===== config.mk =====
export PLATFORM = sky130hd
export DESIGN_NAME = seq_mlp_argmax_engine
export DESIGN_NICKNAME = d
export VERILOG_FILES = /design/src/rtl/seq_mlp_argmax_engine.sv
export SDC_FILE = /design/constraint.sdc
export NUM_CORES = 1
export LEC_CHECK = 0
export CAP_MARGIN = 40
export CORE_MARGIN = 2
export CORE_UTILIZATION = 45
export CTS_BUF_LIST = sky130_fd_sc_hd__clkbuf_4
export DETAILED_ROUTE_END_ITERATION = 10
export SLEW_MARGIN = 20
export SYNTH_ARGS = -nofsm -noshare
export SYNTH_HDL_FRONTEND = slang
export SYNTH_SLANG_ARGS = --single-unit
export TNS_END_PERCENT = 5

===== constraint.sdc =====
create_clock -name clk -period 9.3 [get_ports clk]
set_input_delay 1.86 -clock clk [delete_from_list [all_inputs] [get_ports clk]]
set_output_delay 1.86 -clock clk [all_outputs]
set_load 0.05 [all_outputs]

===== src/rtl/seq_mlp_argmax_engine.sv =====
// Time-multiplexed 2-layer MLP classifier: one shared signed MAC, loadable
// coefficients, QReLU hidden layer, linear output layer and running argmax.
module seq_mlp_argmax_engine #(
    parameter int unsigned N_IN      = 9,
    parameter int unsigned IN_W      = 4,
    parameter int unsigned N_HID     = 3,
    parameter int unsigned N_OUT     = 2,
    parameter int unsigned W_W       = 4,
    parameter int unsigned HID_W     = 4,
    parameter int unsigned QRELU_LSB = 3,
    parameter int unsigned BIAS_SH0  = 4,
    parameter int unsigned BIAS_SH1  = 2,
    parameter int unsigned ACC_W     = 12,
    parameter int unsigned OUT_W     = ($clog2(N_OUT) > 1) ? $clog2(N_OUT) : 1,
    localparam int unsigned DEPTH    = N_HID * (N_IN + 1) + N_OUT * (N_HID + 1),
    localparam int unsigned AW       = $clog2(DEPTH)
) (
    input  logic                    clk,
    input  logic                    rst_n,
    input  logic                    wr_en,
    input  logic [AW-1:0]           wr_addr,
    input  logic signed [W_W-1:0]   wr_data,
    input  logic                    in_valid,
    output logic                    in_ready,
    input  logic [N_IN*IN_W-1:0]    in_data,
    output logic                    out_valid,
    input  logic                    out_ready,
    output logic [OUT_W-1:0]        out_class,
    output logic signed [ACC_W-1:0] out_score,
    output logic                    busy
);

    localparam int unsigned B1     = N_HID * (N_IN + 1);
    localparam int unsigned OPD_W  = ((IN_W > HID_W) ? IN_W : HID_W) + 1;
    localparam int unsigned PROD_W = W_W + OPD_W;
    localparam int unsigned MAXN   = (N_IN > N_HID) ? ((N_IN > N_OUT) ? N_IN : N_OUT)
                                                    : ((N_HID > N_OUT) ? N_HID : N_OUT);
    localparam int unsigned CNT_W  = $clog2(MAXN + 1);
    localparam int unsigned SAT_SH = QRELU_LSB + HID_W;

    typedef enum logic [1:0] {IDLE, L0, L1, DONE} state_t;

    state_t                    state;
    logic signed [W_W-1:0]     coef [DEPTH];
    logic [N_IN*IN_W-1:0]      sample;
    logic [N_HID*HID_W-1:0]    hid;
    logic [CNT_W-1:0]          t;
    logic [CNT_W-1:0]          n;
    logic signed [ACC_W-1:0]   acc;
    logic [OUT_W-1:0]          best_class;
    logic signed [ACC_W-1:0]   best_score;

    logic [AW-1:0]             wgt_addr_c;
    logic [AW-1:0]             bias_addr_c;
    logic signed [OPD_W-1:0]   opd_c;
    logic signed [PROD_W-1:0]  prod_c;
    logic signed [ACC_W-1:0]   bias_c;
    logic signed [ACC_W-1:0]   sum_c;
    logic [HID_W-1:0]          qrelu_c;
    logic                      last_c;

    // Coefficient addressing and operand selection for the shared MAC
    always_comb begin
        wgt_addr_c  = AW'(32'(n) * N_IN + 32'(t));
        bias_addr_c = AW'(N_HID * N_IN + 32'(n));
        opd_c       = $signed(OPD_W'(sample[32'(t) * IN_W +: IN_W]));
        last_c      = (t == CNT_W'(N_IN - 1));
        if (state == L1) begin
            wgt_addr_c  = AW'(B1 + 32'(n) * N_HID + 32'(t));
            bias_addr_c = AW'(B1 + N_OUT * N_HID + 32'(n));
            opd_c       = $signed(OPD_W'(hid[32'(t) * HID_W +: HID_W]));
            last_c      = (t == CNT_W'(N_HID - 1));
        end
        prod_c = coef[wgt_addr_c] * opd_c;
        bias_c = ACC_W'(coef[bias_addr_c]) <<< ((state == L1) ? BIAS_SH1 : BIAS_SH0);
        sum_c  = ((t == '0) ? bias_c : acc) + ACC_W'(prod_c);
    end

    // QReLU: clamp negatives to zero, saturate anything above the kept window
    always_comb begin
        qrelu_c = '0;
        if (!sum_c[ACC_W-1]) begin
            if ((sum_c >>> SAT_SH) != '0) qrelu_c = '1;
            else                          qrelu_c = sum_c[QRELU_LSB +: HID_W];
        end
    end

    // Coefficient store; only writable while no inference is running
    always_ff @(posedge clk or negedge rst_n) begin
        if (!rst_n) begin
            for (int k = 0; k < DEPTH; k++) coef[k] <= '0;
        end else if (wr_en && (state == IDLE || state == DONE) && 32'(wr_addr) < DEPTH) begin
            coef[wr_addr] <= wr_data;
        end
    end

    always_ff @(posedge clk or negedge rst_n) begin
        if (!rst_n) begin
            state      <= IDLE;
            in_ready   <= 1'b1;
            out_valid  <= 1'b0;
            out_class  <= '0;
            out_score  <= '0;
            busy       <= 1'b0;
            sample     <= '0;
            hid        <= '0;
            t          <= '0;
            n          <= '0;
            acc        <= '0;
            best_class <= '0;
            best_score <= '0;
        end else begin
            case (state)
                IDLE: begin
                    if (in_valid && in_ready) begin
                        sample   <= in_data;
                        t        <= '0;
                        n        <= '0;
                        in_ready <= 1'b0;
                        busy     <= 1'b1;
                        state    <= L0;
                    end
                end
                L0: begin
                    acc <= sum_c;
                    if (last_c) begin
                        hid[32'(n) * HID_W +: HID_W] <= qrelu_c;
                        t <= '0;
                        if (n == CNT_W'(N_HID - 1)) begin
                            n     <= '0;
                            state <= L1;
                        end else begin
                            n <= n + 1'b1;
                        end
                    end else begin
                        t <= t + 1'b1;
                    end
                end
                L1: begin
                    acc <= sum_c;
                    if (last_c) begin
                        // strict '>' keeps the lower index on ties
                        if (n == '0 || sum_c > best_score) begin
                            best_score <= sum_c;
                            best_class <= OUT_W'(n);
                        end
                        t <= '0;
                        if (n == CNT_W'(N_OUT - 1)) begin
                            n     <= '0;
                            busy  <= 1'b0;
                            state <= DONE;
                        end else begin
                            n <= n + 1'b1;
                        end
                    end else begin
                        t <= t + 1'b1;
                    end
                end
                DONE: begin
                    // first DONE cycle publishes the argmax, then waits for the consumer
                    if (!out_valid) begin
                        out_valid <= 1'b1;
                        out_class <= best_class;
                        out_score <= best_score;
                    end else if (out_ready) begin
                        out_valid <= 1'b0;
                        in_ready  <= 1'b1;
                        state     <= IDLE;
                    end
                end
                default: state <= IDLE;
            endcase
        end
    end

endmodule


==> results of run 1 <==
## cells in the mapped netlist, drive strengths merged (4+ instances only)
| library cell | number |
|---|---|
| o22ai | 6 |
| buf | 18 |
| mux4 | 72 |
| mux2 | 225 |
| nor3 | 13 |
| clkbuf | 45 |
| a21o | 6 |
| ha | 72 |
| xor2 | 4 |
| nand4 | 5 |
| a211o | 4 |
| nand2 | 88 |
| a31oi | 8 |
| and2 | 16 |
| inv | 56 |
| nand3b | 4 |
| a21oi | 23 |
| nor2b | 13 |
| dfrtp | 250 |
| xnor2 | 15 |
| o211ai | 7 |
| o41ai | 4 |
| o21ai | 36 |
| a221oi | 4 |
| nand2b | 9 |
| fa | 16 |
| nor2 | 47 |
| nand3 | 10 |
| a211oi | 4 |
| mux2i | 60 |
| o31ai | 11 |
## repair_timing
item                                    in CTS  in global routing
resized for setup                            1                 12
endpoints found under the setup margin      13                 13
gates cloned                                 0                  1
pin swaps                                    0                  3
setup buffers                                1                  2
## tightest hold or removal path, cell delays in order, from the launching register on
cell and delay (ns):
dfrtp_1 0.34, nand2_1 0.05, o31ai_1 0.05
## layout by cell type (no fill, tap or decap), types with 4 or more instances in the layout
cell type	instances
a21o_1	6
fa_1	16
mux4_2	72
mux2i_1	58
o21ai_0	32
o211ai_1	7
o41ai_1	4
a211oi_1	4
nand2_1	88
inv_2	4
nand3b_1	4
o31ai_1	11
clkbuf_4	101
nor2b_1	13
clkdlybuf4s50_1	65
a31oi_1	8
clkinv_1	8
dfrtp_1	250
nor3_1	13
nand4_1	5
o22ai_1	6
xnor2_1	12
a21oi_1	20
xor2_1	4
nand2b_1	9
and2_1	16
nand3_1	10
buf_4	49
inv_1	54
nor2_1	47
mux2_2	225
ha_1	70
a221oi_1	4
## power groups by stage
stage / registers, mW / logic, mW / clock network, mW
finish: 1.24 / 0.363 / 0.992
global route: 1.25 / 0.398 / 1.09
CTS: 1.24 / 0.358 / 1.03
detailed placement: 1.26 / 0.357 / 0
global placement: 1.25 / 0.350 / 0
floorplan: 1.23 / 0.245 / 0
## logic make-up after synthesis
family	count (synthesis)	share of synthesized area, %
adders and majority gates	88	8.182
and+or+nand+nor	227	7.327
xor gates and xnor gates	20	1.274
DFF	251	42.09
AOI/OAI and AO/OA	134	5.994
buffers and inverters	120	3.185
muxes	357	31.95
## layout make-up
cell class | instances | area (µm²)
inverters | 57 | 214.0
flip-flops and latches | 251 | 6282
multi-input cells | 827 | 8269
diodes | 2 | 5.005
repair buffers | 118 | 1086
well taps | 442 | 553.0
clock buffers | 101 | 758.2
clock inverters | 14 | 88.84
fillers | 2893 | 15360
## per-layer routing
metal	vias up	part of all wire [%]	global-route usage, %
li1	4693	-	-
met1	5205	45	29.48
met2	234	49	35.81
met3	53	4.2	3.522
met4	0	2.0	7.370
met5	-	0	0
## final timing paths
path / start / endpoint
max reg2reg: n[1] / best_score[9]
min in group asynchronous: rst_n / out_score[8]
max: n[1] / best_score[9]
min: hid[2] / hid[2]
min reg2reg: hid[2] / hid[2]
max in group asynchronous: rst_n / coef[97]
## registers in the layout, summed over array words and instances, names as in the netlist
| register | cells |
|---|---|
| out_score | 12 |
| in_ready | 1 |
| n | 4 |
| t | 4 |
| coef | 152 |
| best_class | 1 |
| best_score | 12 |
| hid | 12 |
| state | 2 |
| out_class | 1 |
| sample | 36 |
| out_valid | 1 |
| busy | 1 |
| acc | 12 |
## stage by stage
step / utilization (%) / setup TNS [ns] / hold slack (ns) / cells / power [mW]
5_1_grt: 52.90 / 0 / 0.4988 / 1811 / 2.733
3_3_place_gp: 49.87 / -0.06286 / 0.4606 / 1689 / 1.605
3_5_place_dp: 49.97 / -1.829 / 0.4660 / 1691 / 1.615
6_report: 52.90 / 0 / 0.4730 / 1812 / 2.595
2_1_floorplan: - / 0 / 0.4380 / 1197 / 1.479
4_1_cts: 52.64 / 0 / 0.4781 / 1807 / 2.625
==> metrics.yaml, run 1 <==
sta:
  setup_viol: 0
  slew_violations: 0
  fin_ws_ns: 0.4314
  max_slew_margin_pct: 35.04
  tightest_slew_ns: 0.9744
  grt_setup_unrepaired: "no"
  max_freq_ghz: 0.1128
  fin_crit_sh_pct: 95.36
  hold_viol_final: 0
  finalCriticalPeriod_ns: 8.869
  skew_ns: 0.04317
finish:
  nets: 1466
  fin_area_um2: 17260
  syn_to_final_growth_pct: 15.62
  drive_gt1_share_pct: 35.23
floorplan:
  die_w_um: 186.1
  rows: 66
  core-area_um2: 32620
  ios: 67
  start_util_pct: 45.76
  dieHeight_um: 186.1
  die-area_um2: 34640
synthesis:
  synthesis.area_um2: 14930
  synth_area_leaders: "dfrtp_1 (42%), mux2_2 (17%), mux4_2 (11%), ha_1 (6.0%), mux2i_1 (4.0%)"
  synth_enable_flop_cells: 0
  yosysWarnings: 0
  synth-seq-cells: 251
  yosys_most_used_dff: "dfrtp_1"
  async_flop_share_pct: 100.0
  synth_top_area_cell: "dfrtp_1"
  avgSynthCellArea_um2: 12.47
  yosysTopAreaCellShare_pct: 41.91
  yosysSeqAreaShare_pct: 42.09
  synth_cell_types: 64
  synth_nets: 1336
  synth_cells: 1197
route:
  ant_nets: 0
  post_drt_wl_per_cell_um: 20.14
  first_iter_violations: 510
  dr_total_vias: 10185
  wl_mm: 36.49
  viasPerCell: 5.621
  route.detailed.drc: 0
  dr.pass1.iters: 5
pwr:
  p_sw_share_pct: 26.61
  p_per_area_nw_per_um2: 150.4
  power.internal_mw: 1.905
  vdd_ir_drop_max_uv: 124.9
  leakage_nw: 8.210
  pwr-share-seq_pct: 47.8
  pwr-share-comb_pct: 14.0
  p_switching_mw: 0.6905
  p_clk_share_pct: 38.2
global_route:
  track_usage_pct: 21.78
  grt_pass1_vias: 10379
  grt_pass1_wl_mm: 57.53
  grt_max_degree: 132
  antenna_found_initial: 1
  grt_overflow: 0
clock_tree:
  cts_buffers: 72
  cts.path.max_buffers: 3
  htree_levels: 3
  clk_latency_ns: 0.72
  cts_tree: "yes"
  clk_pin_slew_ns: 0.06
  cts.sinks: 251
  ctsHoldBuffers: 0
  cts_root_buf: "clkbuf_4"
run:
  drv_cap: 0
setup_path:
  crit_top_cell: "fa_1"
  reg2reg_depth: 34
  cp-end-kind: "flop"
  rrSetupSlack_ns: 0.43
  worst-path-buf-inv: 4
  crit_fanout: 11
  worstSetupPathDepth: 34
  arrival_ns: 9.43
  critPathMaxStageDelay_ns: 0.60
  cp_slowest_cell: "fa_1"
  critPathRequiredTime_ns: 9.86
  cp-start-kind: "flop"
  cp_top_family: "adder cells"
  path_class: "reg2reg"
placed_design:
  dp_hpwl_mm: 26.07
  port_buffers: 66
  dpl_worst_slack_ns: -0.1803
  place_area_um2: 16300
  gp_congestion: 0.8160
worst_hold_path:
  hp-class: "reg2reg"
  min_path_cells: 2
run_status:
  outcome: "completed"
(Power assumes the default switching activity.)
==> inputs of run 2 (changes only) <==
- CORE_UTILIZATION: 45 -> 44
- clock period: 9.3 -> 11 ns (I/O delays scaled with it)
==> metrics.yaml, run 2 (synthesis results as in run 1) <==
sta:
  finalCriticalPeriod_ns: 10.34
  max_slew_margin_pct: 37.71
  whs_ns: 0.4755
  fin_tns_setup_ns: 0
  hold_viol_final: 0
  tightest_slew_ns: 0.9344
  fin_crit_sh_pct: 94.00
  skew_ns: 0.04210
  max_freq_ghz: 0.09672
  grt_setup_unrepaired: "no"
  slew_violations: 0
  setup_viol: 0
floorplan:
  core-area_um2: 33450
  start_util_pct: 44.62
  die_w_um: 188.2
  rows: 67
  die-area_um2: 35410
  dieHeight_um: 188.2
  ios: 67
finish:
  largest-register: "coef"
  syn_to_final_growth_pct: 14.67
  final_common_cell: "dfrtp_1"
  reg.largest.list: "coef: 152 flops, sample: 36 flops"
  drive_gt1_share_pct: 33.33
  largest_reg_flops: 152
  n_fill_cell: 2999
  nets: 1445
  most-common-layout-cells: "dfrtp_1 (250), mux2_2 (225), clkbuf_4 (106), nand2_1 (88), mux4_2 (72)"
global_route:
  groute.layer.met2.usage_pct: 34.73
  grt_util_met1_pct: 28.04
  grt_overflow: 0
  grt_pass1_wl_mm: 58.75
  met3_usage_pct: 5.159
  track_usage_pct: 21.40
  antenna_found_initial: 2
  grt_max_degree: 122
  grt_pass1_vias: 10416
  top_usage_layer: "met2"
setup_path:
  cp-end-kind: "flop"
  critPathRequiredTime_ns: 11.64
  cp_slowest_cell: "fa_1"
  critPathMaxStageDelay_ns: 0.60
  rrSetupSlack_ns: 0.66
  cp-start-kind: "flop"
  arrival_ns: 10.98
  crit_fanout: 18
  path_class: "reg2reg"
placed_design:
  gp_congestion: 0.8760
  dp_hpwl_mm: 25.39
  port_buffers: 66
route:
  post_drt_wl_per_cell_um: 20.16
  viasPerCell: 5.587
  dr_total_vias: 10090
  first_iter_violations: 590
  wl_mm: 36.41
  ant_nets: 0
  route.detailed.drc: 0
  dr.pass1.iters: 5
worst_hold_path:
  hp-class: "reg2reg"
pwr:
  total_power_mw: 2.237
  vdd_ir_drop_max_uv: 87.54
  p_per_area_nw_per_um2: 130.7
  leakage_nw: 8.132
clock_tree:
  clk_latency_ns: 0.77
  post-cts-setup-buffers: 0
  cts_resized: 0
  cts.path.max_buffers: 3
  cts_buffers: 75
  cts_tree: "yes"
  cts_root_buf: "clkbuf_4"
  ctsHoldBuffers: 0
  htree_levels: 3
  cts.sinks: 251
  clk_pin_slew_ns: 0.06
run_status:
  outcome: "completed"
run:
  drv_cap: 0
run 2: cell count changes in the layout (fill, tap and decap cells not counted), sizes merged:
cell      delta
diode        +3
a211o        -1
buf         -24
bufinv       +1
clkinv       +5
clkinvlp     -2
clkbuf       +5
inv          +1
run 2: layer usage:
layer | part of all wire, % | vias up
met5 | 0 | -
met4 | 2.5 | 0
met3 | 4.9 | 72
met2 | 48 | 231
met1 | 44 | 5119
li1 | - | 4668
run 2: final cells by class:
class,instances,area [µm²],area share (%)
Tap cell,448,560.5,3.275
Timing Repair Buffer,95,932.1,5.446
Antenna cell,5,12.51,0.07310
Sequential cell,251,6282,36.71
Clock buffer,105,788.3,4.606
Clock inverter,19,125.1,0.7310
Multi-Input combinational cell,826,8200,47.91
Inverter,57,214.0,1.250
run 2: worst max-delay path: cells and delay by family (launching register included):
kind / cells / cell delay, ns
adder cells (fa/ha/maj): 8 / 3.57
AO/OA/AOI/OAI: 12 / 2.44
multiplexers: 6 / 2.11
AND/OR/NAND/NOR: 3 / 0.66
flip-flops: 1 / 0.55
XOR/XNOR: 1 / 0.52
buffers and inverters: 3 / 0.33
run 2: power by group:
part	total [mW]	internal (mW)	switching, mW
Combinational	0.296	0.166	0.130
Sequential	1.05	0.996	0.0500
Clock	0.895	0.482	0.413
Total	2.24	1.64	0.593
run 2: path summary, 6_finish.rpt:
path | from | endpoint | depth (start not counted)
max | n[1] | best_class | 33
min | out_score[11] | out_score[11] | 2
max reg2reg | n[1] | best_class | 33
min reg2reg | out_score[11] | out_score[11] | 2
max in group asynchronous | rst_n | coef[91] | 3
min in group asynchronous | rst_n | best_score[6] | 1
run 2: stage by stage:
| step | cells | util [%] | setup WS (ns) | cell area [µm²] |
|---|---|---|---|---|
| 2_1_floorplan | 1197 | - | 1.010 | 14930 |
| 3_3_place_gp | 1672 | 48.14 | 0.9848 | 16100 |
| 3_5_place_dp | 1673 | 48.20 | 0.7267 | 16120 |
| 4_1_cts | 1797 | 50.93 | 0.6986 | 17040 |
| 5_1_grt | 1806 | 51.17 | 0.05319 | 17120 |
| 6_report | 1806 | 51.17 | 0.6604 | 17120 |
==> inputs of run 3 (changes only) <==
- ABC_AREA: unset -> 1
==> metrics.yaml, run 3 <==
synthesis:
  synth_top_area_cell: "dfrtp_1"
  synth_enable_flop_cells: 0
  synth-seq-cells: 251
  synthesis.area_um2: 15230
  yosysSeqAreaShare_pct: 41.25
  synth_nets: 2104
  avgSynthCellArea_um2: 7.750
  ys_top_cells_by_count: "nand2_1 (595), dfrtp_1 (250), o21ai_0 (238)"
  yosys_most_used_dff: "dfrtp_1"
  yosysTopAreaCellShare_pct: 41.08
  synth_area_leaders: "dfrtp_1 (41%), nand2_1 (15%), o21ai_0 (7.8%), ha_1 (5.9%), nand3_1 (5.5%)"
  synth_cell_types: 56
  async_flop_share_pct: 100.0
  yosysMostFrequentCell: "nand2_1"
  synth_cells: 1965
  yosysWarnings: 0
clock_tree:
  htree_levels: 3
  cts.sinks: 251
  cts_resized: 0
  cts_root_buf: "clkbuf_4"
  cts_buffers: 74
  cts_tree: "yes"
  clk_latency_ns: 0.73
  post-cts-setup-buffers: 0
  ctsHoldBuffers: 0
  cts.path.max_buffers: 3
  clk_pin_slew_ns: 0.07
finish:
  multi_input_area_um2: 7859
  fin_util_pct: 50.51
  final_common_cell: "nand2_1"
  most-common-layout-cells: "nand2_1 (595), dfrtp_1 (250), o21ai_0 (238), inv_1 (175), nand3_1 (165)"
  regArea_um2: 6282
  drive_gt1_share_pct: 11.06
  nets: 2184
  reg.largest.list: "coef: 152 flops, sample: 36 flops"
  largest-register: "coef"
  syn_to_final_growth_pct: 13.72
  largest_reg_flops: 152
  n_fill_cell: 3422
placed_design:
  dp_hpwl_mm: 29.79
  port_buffers: 66
  gp_congestion: 0.9255
floorplan:
  ios: 67
  die_w_um: 190.0
  rows: 68
  core-area_um2: 34290
  dieHeight_um: 190.0
  start_util_pct: 44.42
  die-area_um2: 36120
global_route:
  grt_pass1_vias: 13681
  grt_pass1_wl_mm: 71.73
  antenna_found_initial: 1
  grt_max_degree: 120
  track_usage_pct: 24.93
  grt_overflow: 0
pwr:
  p_per_area_nw_per_um2: 128.0
  vdd_ir_drop_max_uv: 85.08
  total_power_mw: 2.216
  leakage_nw: 8.176
setup_path:
  arrival_ns: 9.86
  cp-start-kind: "flop"
  path_class: "reg2reg"
  critPathRequiredTime_ns: 11.59
  cp_slowest_cell: "dfrtp_1"
  critPathMaxStageDelay_ns: 0.67
  cp-end-kind: "flop"
  crit_fanout: 23
  crit_top_cell: "nand2_1"
route:
  viasPerCell: 5.371
  first_iter_violations: 1003
  dr.pass1.iters: 6
  wl_mm: 43.75
  dr_total_vias: 13711
  post_drt_wl_per_cell_um: 17.14
  ant_nets: 0
  route.detailed.drc: 0
sta:
  slew_violations: 0
  hold_viol_final: 0
  max_slew_margin_pct: 38.12
  max_freq_ghz: 0.1079
  skew_ns: 0.04212
  fin_tns_setup_ns: 0
  grt_setup_unrepaired: "no"
  fin_crit_sh_pct: 84.28
  finalCriticalPeriod_ns: 9.271
  tightest_slew_ns: 0.9282
  setup_viol: 0
worst_hold_path:
  hp-class: "reg2reg"
run_status:
  outcome: "completed"
run:
  drv_cap: 0
==> run 3: cell types whose count changed after synthesis, moves of 58 or more <==
cell | previous run | this run
inv_1 | 56 | 175
mux2_2 | 225 | 38
mux2i_1 | 59 | 1
mux4_2 | 72 | 0
nand2_1 | 88 | 595
nand3_1 | 10 | 166
o21ai_0 | 33 | 238
==> run 3: per-stage QoR <==
stage	instances	hold slack (ns)	area, µm²	setup WS, ns
floorplan	1965	0.4380	15230	3.436
global route	2553	0.5025	17320	1.010
detailed placement	2422	0.4586	16270	1.550
CTS	2550	0.4755	17270	1.545
global placement	2418	0.4557	16220	1.691
finish	2553	0.4729	17320	1.729
==> run 3: path summary, 6_finish.rpt <==
path	end	depth (start not counted)	from	slack [ns]
worst max register to register	best_score[1]	42	n[2]	1.73
worst min-delay path	best_score[5]	2	best_score[5]	0.47
worst min register to register	best_score[5]	2	best_score[5]	0.47
worst max-delay path	best_score[1]	42	n[2]	1.73
max in group asynchronous	coef[27]	5	rst_n	7.69
min in group asynchronous	best_score[7]	1	rst_n	1.52
==> run 3: per-layer routing <==
metal	GRT usage, %	wire length [µm]	vias to the layer above
met2	41.30	20690	421
met5	0	0	-
met4	10.08	1366	0
met1	32.82	19310	6475
met3	3.671	2383	114
li1	-	-	6701
==> run 3: report_power, final <==
part | internal [mW] | leakage [nW] | switching, mW | total (mW)
clock | 0.546 | 0.588 | 0.419 | 0.965
sequential | 0.976 | 3.42 | 0.0399 | 1.02
combinational | 0.0898 | 4.17 | 0.145 | 0.235
total | 1.61 | 8.18 | 0.604 | 2.22
==> run 3: cells by family after synthesis <==
kind of cell | after synthesis | share of synthesized area [%]
AND/OR/NAND/NOR | 911 | 25.20
AO/OA/AOI/OAI | 392 | 14.57
buffers and inverters | 272 | 7.271
flip-flops | 251 | 41.25
adder cells (fa/ha/maj) | 88 | 8.018
multiplexers | 39 | 2.875
XOR/XNOR | 12 | 0.8134
==> run 3: layout make-up <==
type	count	area share, %
multi-input combinational	1442	45.38
sequential	251	36.27
timing repair buffer	92	5.259
clock buffer	109	4.725
inverter	184	3.988
tap	455	3.287
clock inverter	19	1.076
antenna	1	0.01445
==> run 3: worst max-delay path, delay by kind of cell (launching register included) <==
| family | cells | cell delay [ns] |
|---|---|---|
| flops | 1 | 0.67 |
| simple gates | 19 | 2.14 |
| xor+xnor | 1 | 0.25 |
| fa+ha+maj | 8 | 3.39 |
| buf+inv | 9 | 1.51 |
| compound gates | 5 | 1.21 |
